===== config.mk =====
export PLATFORM = sky130hd
export DESIGN_NAME = alu_iter_exec
export DESIGN_NICKNAME = d
export VERILOG_FILES = /design/src/rtl/alu_pkg.sv /design/src/rtl/alu_iter_exec_shift_step.sv /design/src/rtl/alu_iter_exec.sv
export SDC_FILE = /design/constraint.sdc
export NUM_CORES = 1
export LEC_CHECK = 0
export CAP_MARGIN = 30
export CELL_PAD_IN_SITES_DETAIL_PLACEMENT = 0
export CELL_PAD_IN_SITES_GLOBAL_PLACEMENT = 1
export CORE_MARGIN = 8
export CORE_UTILIZATION = 42
export DETAILED_ROUTE_END_ITERATION = 8
export GPL_TIMING_DRIVEN = 0
export PLACE_DENSITY = 0.92
export SYNTH_ARGS = -nofsm -noshare
export SYNTH_HDL_FRONTEND = slang
export SYNTH_SLANG_ARGS = --single-unit
export TNS_END_PERCENT = 20

===== constraint.sdc =====
create_clock -name CLK -period 3.9 [get_ports CLK]
set_clock_uncertainty 0.15 [all_clocks]
set_input_delay 0.585 -clock CLK [delete_from_list [all_inputs] [get_ports CLK]]
set_output_delay 0.585 -clock CLK [all_outputs]
set_load 0.05 [all_outputs]

===== src/rtl/alu_pkg.sv =====
// Shared definitions for the execute-stage ALU: operation codes, sequencer states
// and the datapath width. The ALU control unit imports the same op encoding.
package alu_pkg;

   localparam int XLEN = 32;

   // Operation encoding produced by the ALU control unit; 13 and 14 are reserved
   typedef enum logic [3:0] {
      OP_ADD    = 4'd0,
      OP_SUB    = 4'd1,
      OP_SLL    = 4'd2,
      OP_SRL    = 4'd3,
      OP_SRA    = 4'd4,
      OP_XOR    = 4'd5,
      OP_OR     = 4'd6,
      OP_AND    = 4'd7,
      OP_SLT    = 4'd8,
      OP_BEQ    = 4'd9,
      OP_BNE    = 4'd10,
      OP_BLT    = 4'd11,
      OP_BGE    = 4'd12,
      OP_RSV13  = 4'd13,
      OP_RSV14  = 4'd14,
      OP_PASS_B = 4'd15
   } alu_op_t;

   // The sequencer only needs to know whether an iterative shift is in flight
   typedef enum logic {
      IDLE  = 1'b0,
      SHIFT = 1'b1
   } exec_state_t;

   // Shifts are the only ops that may take more than one cycle
   function automatic logic isShiftOp(input alu_op_t op);
      return (op == OP_SLL) || (op == OP_SRL) || (op == OP_SRA);
   endfunction

endpackage


===== src/rtl/alu_iter_exec_shift_step.sv =====
// One step of the iterative shifter: shifts a value by a small amount in either
// direction, with sign fill for arithmetic right shifts.
module alu_shift_step
   import alu_pkg::*;
(
   input  logic [XLEN-1:0] value,
   input  logic [4:0]      amount,
   input  logic            dir,
   input  logic            arith,
   output logic [XLEN-1:0] shifted
);

   // dir=0 shifts left, dir=1 shifts right; arith only matters for right shifts,
   // where it replicates the top bit so repeated steps behave like one SRA
   always_comb begin
      shifted = value;
      if (!dir) begin
         shifted = value << amount;
      end else if (arith) begin
         shifted = $signed(value) >>> amount;
      end else begin
         shifted = value >> amount;
      end
   end

endmodule


===== src/rtl/alu_iter_exec.sv =====
// Execute-stage ALU: single-cycle arithmetic/logic/compare/branch ops and a
// multi-cycle shifter that moves SHIFT_STEP bits per cycle behind a START/BUSY/DONE handshake.
module alu_iter_exec #(
   parameter int SHIFT_STEP = 1,
   parameter int XLEN       = 32
) (
   input  logic            CLK,
   input  logic            RST,
   input  logic            START,
   input  logic [3:0]      ALUops,
   input  logic            UNSIGNED,
   input  logic [XLEN-1:0] A,
   input  logic [XLEN-1:0] B,
   output logic [XLEN-1:0] RESULT,
   output logic            BRANCH,
   output logic            BUSY,
   output logic            DONE
);

   import alu_pkg::*;

   localparam logic [4:0] STEP = 5'(SHIFT_STEP);

   exec_state_t     state;
   exec_state_t     nextState;
   alu_op_t         op;
   logic [XLEN-1:0] shiftReg;
   logic [XLEN-1:0] stepOut;
   logic [XLEN-1:0] aluResult;
   logic            aluBranch;
   logic            isLess;
   logic [4:0]      shamt;
   logic [4:0]      remaining;
   logic [4:0]      stepAmt;
   logic            shiftDir;
   logic            shiftArith;
   logic            accept;
   logic            startShift;
   logic            lastStep;

   assign op         = alu_op_t'(ALUops);
   assign shamt      = B[4:0];
   assign accept     = START && (state == IDLE);
   assign startShift = accept && isShiftOp(op) && (shamt != 5'd0);
   assign stepAmt    = (remaining < STEP) ? remaining : STEP;
   assign lastStep   = (state == SHIFT) && (remaining == stepAmt);
   assign BUSY       = (state == SHIFT);

   // The shift register is walked one step per cycle; direction and fill are
   // latched at acceptance so the operand buses may change while busy
   alu_shift_step shiftStep (
      .value   (shiftReg),
      .amount  (stepAmt),
      .dir     (shiftDir),
      .arith   (shiftArith),
      .shifted (stepOut)
   );

   // UNSIGNED picks the comparison flavour shared by SLT, BLT and BGE
   always_comb begin
      isLess = 1'b0;
      if (UNSIGNED) begin
         isLess = (A < B);
      end else begin
         isLess = ($signed(A) < $signed(B));
      end
   end

   // Single-cycle result path. A shift only lands here when its amount is zero,
   // in which case the answer is simply A; reserved codes produce zero
   always_comb begin
      aluResult = '0;
      aluBranch = 1'b0;
      case (op)
         OP_ADD:    aluResult = A + B;
         OP_SUB:    aluResult = A - B;
         OP_SLL,
         OP_SRL,
         OP_SRA:    aluResult = A;
         OP_XOR:    aluResult = A ^ B;
         OP_OR:     aluResult = A | B;
         OP_AND:    aluResult = A & B;
         OP_SLT:    aluResult = {{(XLEN-1){1'b0}}, isLess};
         OP_BEQ:    aluBranch = (A == B);
         OP_BNE:    aluBranch = (A != B);
         OP_BLT:    aluBranch = isLess;
         OP_BGE:    aluBranch = !isLess;
         OP_PASS_B: aluResult = B;
         default:   aluResult = '0;
      endcase
      if (op inside {OP_BEQ, OP_BNE, OP_BLT, OP_BGE}) begin
         aluResult = {{(XLEN-1){1'b0}}, aluBranch};
      end
   end

   // State register; reset abandons any shift in flight
   always_ff @(posedge CLK) begin
      if (RST) begin
         state <= IDLE;
      end else begin
         state <= nextState;
      end
   end

   // Enter SHIFT only for a real shift amount, and leave on the step that
   // consumes whatever amount is left
   always_comb begin
      nextState = state;
      case (state)
         IDLE:    if (startShift) nextState = SHIFT;
         SHIFT:   if (lastStep)   nextState = IDLE;
         default: nextState = IDLE;
      endcase
   end

   // Datapath and outputs. RESULT/BRANCH only change when an op completes, so
   // the previous answer stays visible for the whole busy period, and DONE is a
   // one-cycle pulse following the completing edge
   always_ff @(posedge CLK) begin
      if (RST) begin
         RESULT     <= '0;
         BRANCH     <= 1'b0;
         DONE       <= 1'b0;
         shiftReg   <= '0;
         remaining  <= '0;
         shiftDir   <= 1'b0;
         shiftArith <= 1'b0;
      end else begin
         DONE <= 1'b0;
         if (startShift) begin
            shiftReg   <= A;
            remaining  <= shamt;
            shiftDir   <= (op != OP_SLL);
            shiftArith <= (op == OP_SRA);
         end else if (accept) begin
            RESULT <= aluResult;
            BRANCH <= aluBranch;
            DONE   <= 1'b1;
         end else if (state == SHIFT) begin
            shiftReg  <= stepOut;
            remaining <= remaining - stepAmt;
            if (lastStep) begin
               RESULT <= stepOut;
               BRANCH <= 1'b0;
               DONE   <= 1'b1;
            end
         end
      end
   end

endmodule

### Word level (Yosys, flattened, before mapping)

Cells that the tools add are included.

* $lt $le $gt $ge: 3
* bitwise logic cells: 5
* $add $sub $neg: 3
* eq/ne operators: 18
* reductions and logical operators: 17
* mux-type cells: 25
* shifts and indexed selects: 3

Operators with widths (number)
* 2-to-1 mux 32 bit: 9
* one-hot mux 32 bit (8 select lines): 1
* < comparator 32 bit: 2
* adder 32 bit: 1
* bitwise AND 32 bit: 1
* == test 32 bit: 1
* inequality test 32 bit: 1
* OR 32 bit: 1
* << shifter 32 x 5 -> 32 bit: 1
* >> shifter 32 x 5 -> 32 bit: 1
* >>> shifter 32 x 5 -> 32 bit: 1
* subtractor 32 bit: 1
* bitwise XOR 32 bit: 1
* == test 4 bit, second input constant: 6
* 2-to-1 mux 5 bit: 4
* == test 4 x 3 -> 1 bit, second input constant: 4
* 2-to-1 mux 1 bit: 9
* == test 4 x 2 -> 1 bit, second input constant: 2
* nonzero test 2 bit: 3
* == test 5 bit: 1
* < comparator 5 x 1 -> 1 bit, second input constant: 1
* nonzero test 5 bit: 1
* subtractor 5 bit: 1
* == test 4 x 1 -> 1 bit, second input constant: 1
* 14 further kinds: 19

* output and inout bits: 35
* bits in registers: 74
* bits of input ports: 72

### Longest topological paths before layout

* word-level depth: 8
* mapped depth: 13

### Hierarchy

From an unflattened synthesis, not the netlist that was laid out.

* cells, all modules: 1772
* area, all modules: 12993.7 sq um

By module, submodules not included
* alu_iter_exec: cells an instance 1259, area each 8913.5 sq um, times used 1, sequential area each 1481.4 sq um
* alu_shift_step: cells an instance 513, area each 4080.2 sq um, times used 1, sequential area each 0.0 sq um

### Least setup slack after synthesis

OpenSTA, ideal clock, no wires.

* kind: input-to-reg
* start point: input port A[0]
* end point: register RESULT[0]
* arrival: 3.058 ns
* library setup time: 0.091 ns
* stages: 13
* path slack: 0.601 ns
* path through: inv_1 -> ha_1 -> inv_1 -> fa_1 -> nor3b_1 -> o31ai_1 -> a31oi_1 -> o31ai_1 -> a211oi_1 -> and4bb_2 -> mux2i_1 -> o211ai_1 -> a311oi_1

* word-level cells in the longest chain between the ends: 6
* elaborated cells between the ends (all ways): 15

Ends and longest elaborated chain
* from (decl): line alu_iter_exec.sv:12 `input logic [XLEN-1:0] A,`
* < comparator 32 bit (on tied branches): line alu_iter_exec.sv:65, alu_iter_exec.sv:63
* 2-to-1 mux 1 bit: line alu_iter_exec.sv:62 `if (UNSIGNED) begin`
* zero test 1 bit: line alu_iter_exec.sv:87 `OP_BGE: aluBranch = !isLess;`
* one-hot mux 1 bit (4 select lines): line alu_iter_exec.sv:74 `case (op)`
* 2-to-1 mux 32 bit (*): line alu_iter_exec.sv:91 `if (op inside {OP_BEQ, OP_BNE, OP_BLT, OP_BGE}) begin`
* 2-to-1 mux 32 bit (*): line alu_iter_exec.sv:135 `end else if (accept) begin`
* to (signal assigned): line alu_iter_exec.sv:136 `RESULT <= aluResult;`
* to (signal assigned): line alu_iter_exec.sv:143 `RESULT <= stepOut;`
* to (decl): line alu_iter_exec.sv:14 `output logic [XLEN-1:0] RESULT,`

Every way passes the cells marked *; elsewhere a longest branch is shown, timed or not.
A chain may end at the register's enable or synchronous reset.

### Final worst setup path

* start point: input port ALUops[2]
* end point: register RESULT[17]

* word-level cells in the longest chain between the ends: 7
* elaborated cells between the ends (all ways): 25

Ends and longest elaborated chain
* from (decl): line alu_iter_exec.sv:10 `input logic [3:0] ALUops,`
* branches (longest 7 deep; another with one-hot mux 32 bit (8 select lines))

Several ways; the timed one is not identified.

==> summary.md <==
| Metric | Value |
|---|---|
| Clk_lat worst skew | 0.34 ns |
| Die width | 165.4 um |
| CTS Buf Count | 9 |
| Part of the cycle the worst path needs | 1.003 |
| CTS tree | yes |
| WL met3 | 3.813 mm |
| Power Dens Cells | 272.0 nW/um^2 |
| Half-perimeter wire length after placement | 34.36 mm |
| Top sig layer | met4 |
| Fin Setup TNS | -0.01754 ns |
| First-pass GRT wire length | 65.06 mm |
| Crit path kind | input pin to register |
| Initial antenna violation count | 0 |
| Max Clk Rate | 255.6 MHz |
| Pre-CTS setup slack | -1.185 ns |
| Failing checks | negative setup slack |
| Worst-Margin Slew | 0.8552 ns |
| Post-synth ARST share | 0 |
| Avg Cell Area, Syn | 6.988 um^2 |
| Total global-route track usage | 0.3106 |
| Vias per Instance | 6.580 |
| Pin count of the biggest net entering global routing | 14 |
| Layout Nets | 1639 |
| Hold-fix buffers, CTS | 0 |
| Pre-Repair DR Iteration Count | 6 |
| Antenna viol nets, final | 0 |
| Leakage power | 4.582 nW |
| Max cap viols | 0 |
| Core ar. | 21890 um^2 |
| Clk root buf | clkbuf_16 |
| Die Y-Extent | 165.4 um |
| Pint | 1.789 mW |
| Ys Warns | 0 |
| Total number of vias | 11.48k |
| Setup Viol. Count Final | 2 |
| # clock sinks | 74 |
| Share of the synthesized area in the top cell type | 0.1580 |
| Synth Register Bits | 74 |
| Top cells by area, synth | dfxtp_1 16%, ha_1 14%, a21oi_1 9.4% |
| Port buffer count | 106 |
| Routed met2 length | 18.91 mm |
| Worst Path Max Fanout | 10 |
| # rows | 54 |
| Hold Fails Final Rpt | 0 |
| Synth area leader | dfxtp_1 |
| Htree depth | 3 |
| Top-count cell post-synth | a21oi_1 |
| Synth Flop Type | dfxtp_1 |
| HP Class | register to register |
| Fill cells | 2239 |
| RSZ-0062 raised after global routing | true |
| Sequential element share of the synthesized area | 0.1580 |
| Boundary Pins | 107 |
| Register clock-pin slew on the reported worst setup and hold paths | 0.06 ns |
| Area grow syn2layout | 22.03% |
| N_diodes | 0 |
| Max-slew headroom | 0.4299 |
| Top post-synthesis cells by count | 177 x a21oi_1, 121 x nor2_1, 105 x ha_1 |
| DR WL/cell | 24.93 um |
| Netlist cell types | 77 |
| # DRC | 0 |
| Slew Viols, Final | 0 |
| Vias in the first global route | 10.85k |
| RePlAce Congestion | 0.9584 |
| Max VDD drop | 0.0002034 V |
| CP startpoint kind | input pin |
| Status | complete, but fails checks |
| Register share of total power | 0.270 |
| Share of layout cells above drive strength 1 | 0.07509 |
| Syn Nets | 1521 |
| Critical path capture point type | register |
| Post-Syn Area | 9378 um^2 |
| Tmin final | 3.912 ns |
| Critical Path AT | 4.01 ns |
| M1 wire length | 18.17 mm |
| Drt total wl | 43.51 mm |
| Clk buf depth | 2 |
| Fin util | 0.5227 |
| Global route overflow | 0 |
| Req. time, crit path | 4.00 ns |
| EDFF count, synth | 0 |
| Clock Power Share | 0.277 |
| Switching share of power | 0.4252 |
| Initial DRC Count | 1280 |
| Combinational fraction of design power | 0.453 |
| P_sw | 1.323 mW |
| Setup ws final | -0.01168 ns |
| DIE AREA | 27370 um^2 |
| Initial Utilization | 0.4284 |
| Mapped Cells | 1342 |
flip-flops by register name, summed over array words and instances (netlist names):
| signal | flops |
|---|---|
| shiftDir | 1 |
| BRANCH | 1 |
| shiftReg | 32 |
| remaining | 5 |
| BUSY | 1 |
| shiftArith | 1 |
| RESULT | 32 |
| DONE | 1 |
final timing paths:
check	startpoint	endpoint	slack, ns	depth (start not counted)
worst max register to register	remaining[4]	RESULT[24]	0.27	13
worst min-delay path	BRANCH	BRANCH	0.31	2
worst min register to register	BRANCH	BRANCH	0.31	2
worst max-delay path	ALUops[2]	RESULT[17]	-0.01	10
critical path, cell delays in order:
cell,delay [ns]
clkdlybuf4s50_1,0.54
clkbuf_1,0.27
or2_2,0.37
nor3_1,0.34
clkbuf_1,0.58
clkbuf_1,0.59
nand2_1,0.12
o2111ai_1,0.12
nand3_1,0.18
a311oi_1,0.31
cells in the final DEF (no fill, tap or decap), drive strengths merged, types with 6 or more instances in the layout:
master	netlist	layout
a21oi	178	178
nor2	121	121
ha	105	105
clkbuf	89	102
inv	99	100
nand2	95	95
o21ai	89	89
clkdlybuf4s50	0	84
dfxtp	74	74
o211ai	57	57
mux2i	36	36
and3	33	33
nand3	26	26
a22oi	24	24
a221oi	24	24
a21o	21	21
nor3	19	19
a311oi	17	17
o31ai	17	17
nor4	16	16
buf	12	16
a211oi	15	15
nor2b	13	13
o21bai	12	12
o22ai	12	12
dlymetal6s2s	0	11
o21a	8	8
or2	7	7
a211o	7	7
a31oi	7	7
nand2b	6	6
and2	6	6
nand4	6	6
or3	6	6
a41oi	6	6
dlygate4sd2	0	6
layer usage:
metal / GRT usage / up-vias
li1: - / 5217
met1: 0.4059 / 5479
met2: 0.4859 / 658
met3: 0.04883 / 128
met4: 0.1615 / 0
met5: 0 / -
layout make-up:
| class | instances | area (um^2) | share of cell area |
|---|---|---|---|
| inverter | 99 | 374.1 | 0.03269 |
| multi-input combinational | 1068 | 7428 | 0.6491 |
| clock buffer | 11 | 242.7 | 0.02121 |
| buffer | 95 | 395.4 | 0.03455 |
| tap | 280 | 350.3 | 0.03061 |
| timing repair buffer | 113 | 1109 | 0.09687 |
| sequential | 74 | 1481 | 0.1295 |
| clock inverter | 5 | 62.56 | 0.005467 |
power by group through the flow:
stage	clock [mW]	sequential [mW]	combinational (mW)
final	0.861	0.840	1.41
after global routing	0.897	0.844	1.51
after CTS	0.861	0.838	1.34
after detailed placement	0	0.854	1.31
after global placement	0	0.854	1.30
after floorplan	0	0.933	0.735
cell families (layout without fill, tap and decap cells):
logic type / Yosys count / count (layout) / synth area share
AO/OA/AOI/OAI: 542 / 542 / 0.3777
AND/OR/NAND/NOR: 377 / 377 / 0.1937
buffers and inverters: 200 / 323 / 0.08192
adder cells (fa/ha/maj): 107 / 107 / 0.1444
flip-flops: 74 / 74 / 0.1580
multiplexers: 37 / 37 / 0.03963
XOR/XNOR: 5 / 5 / 0.004671
through the flow:
step | instances | cell area (um^2) | total power [mW] | hold slack [ns]
2_1_floorplan | 1342 | 9378 | 1.668 | 0.3143
3_3_place_gp | 1728 | 10790 | 2.151 | 0.2990
3_5_place_dp | 1728 | 10790 | 2.159 | 0.2995
4_1_cts | 1744 | 11270 | 3.042 | 0.3072
5_1_grt | 1745 | 11440 | 3.247 | 0.3525
6_report | 1745 | 11440 | 3.112 | 0.3050
what timing repair did:
action                                  4_1_cts  5_1_grt
endpoints found under the setup margin       29       31
pin swaps                                     4        9
gates resized for setup                      50       64
setup buffers                                 1        6
No activity file was read; power rests on OpenSTA's default activity.
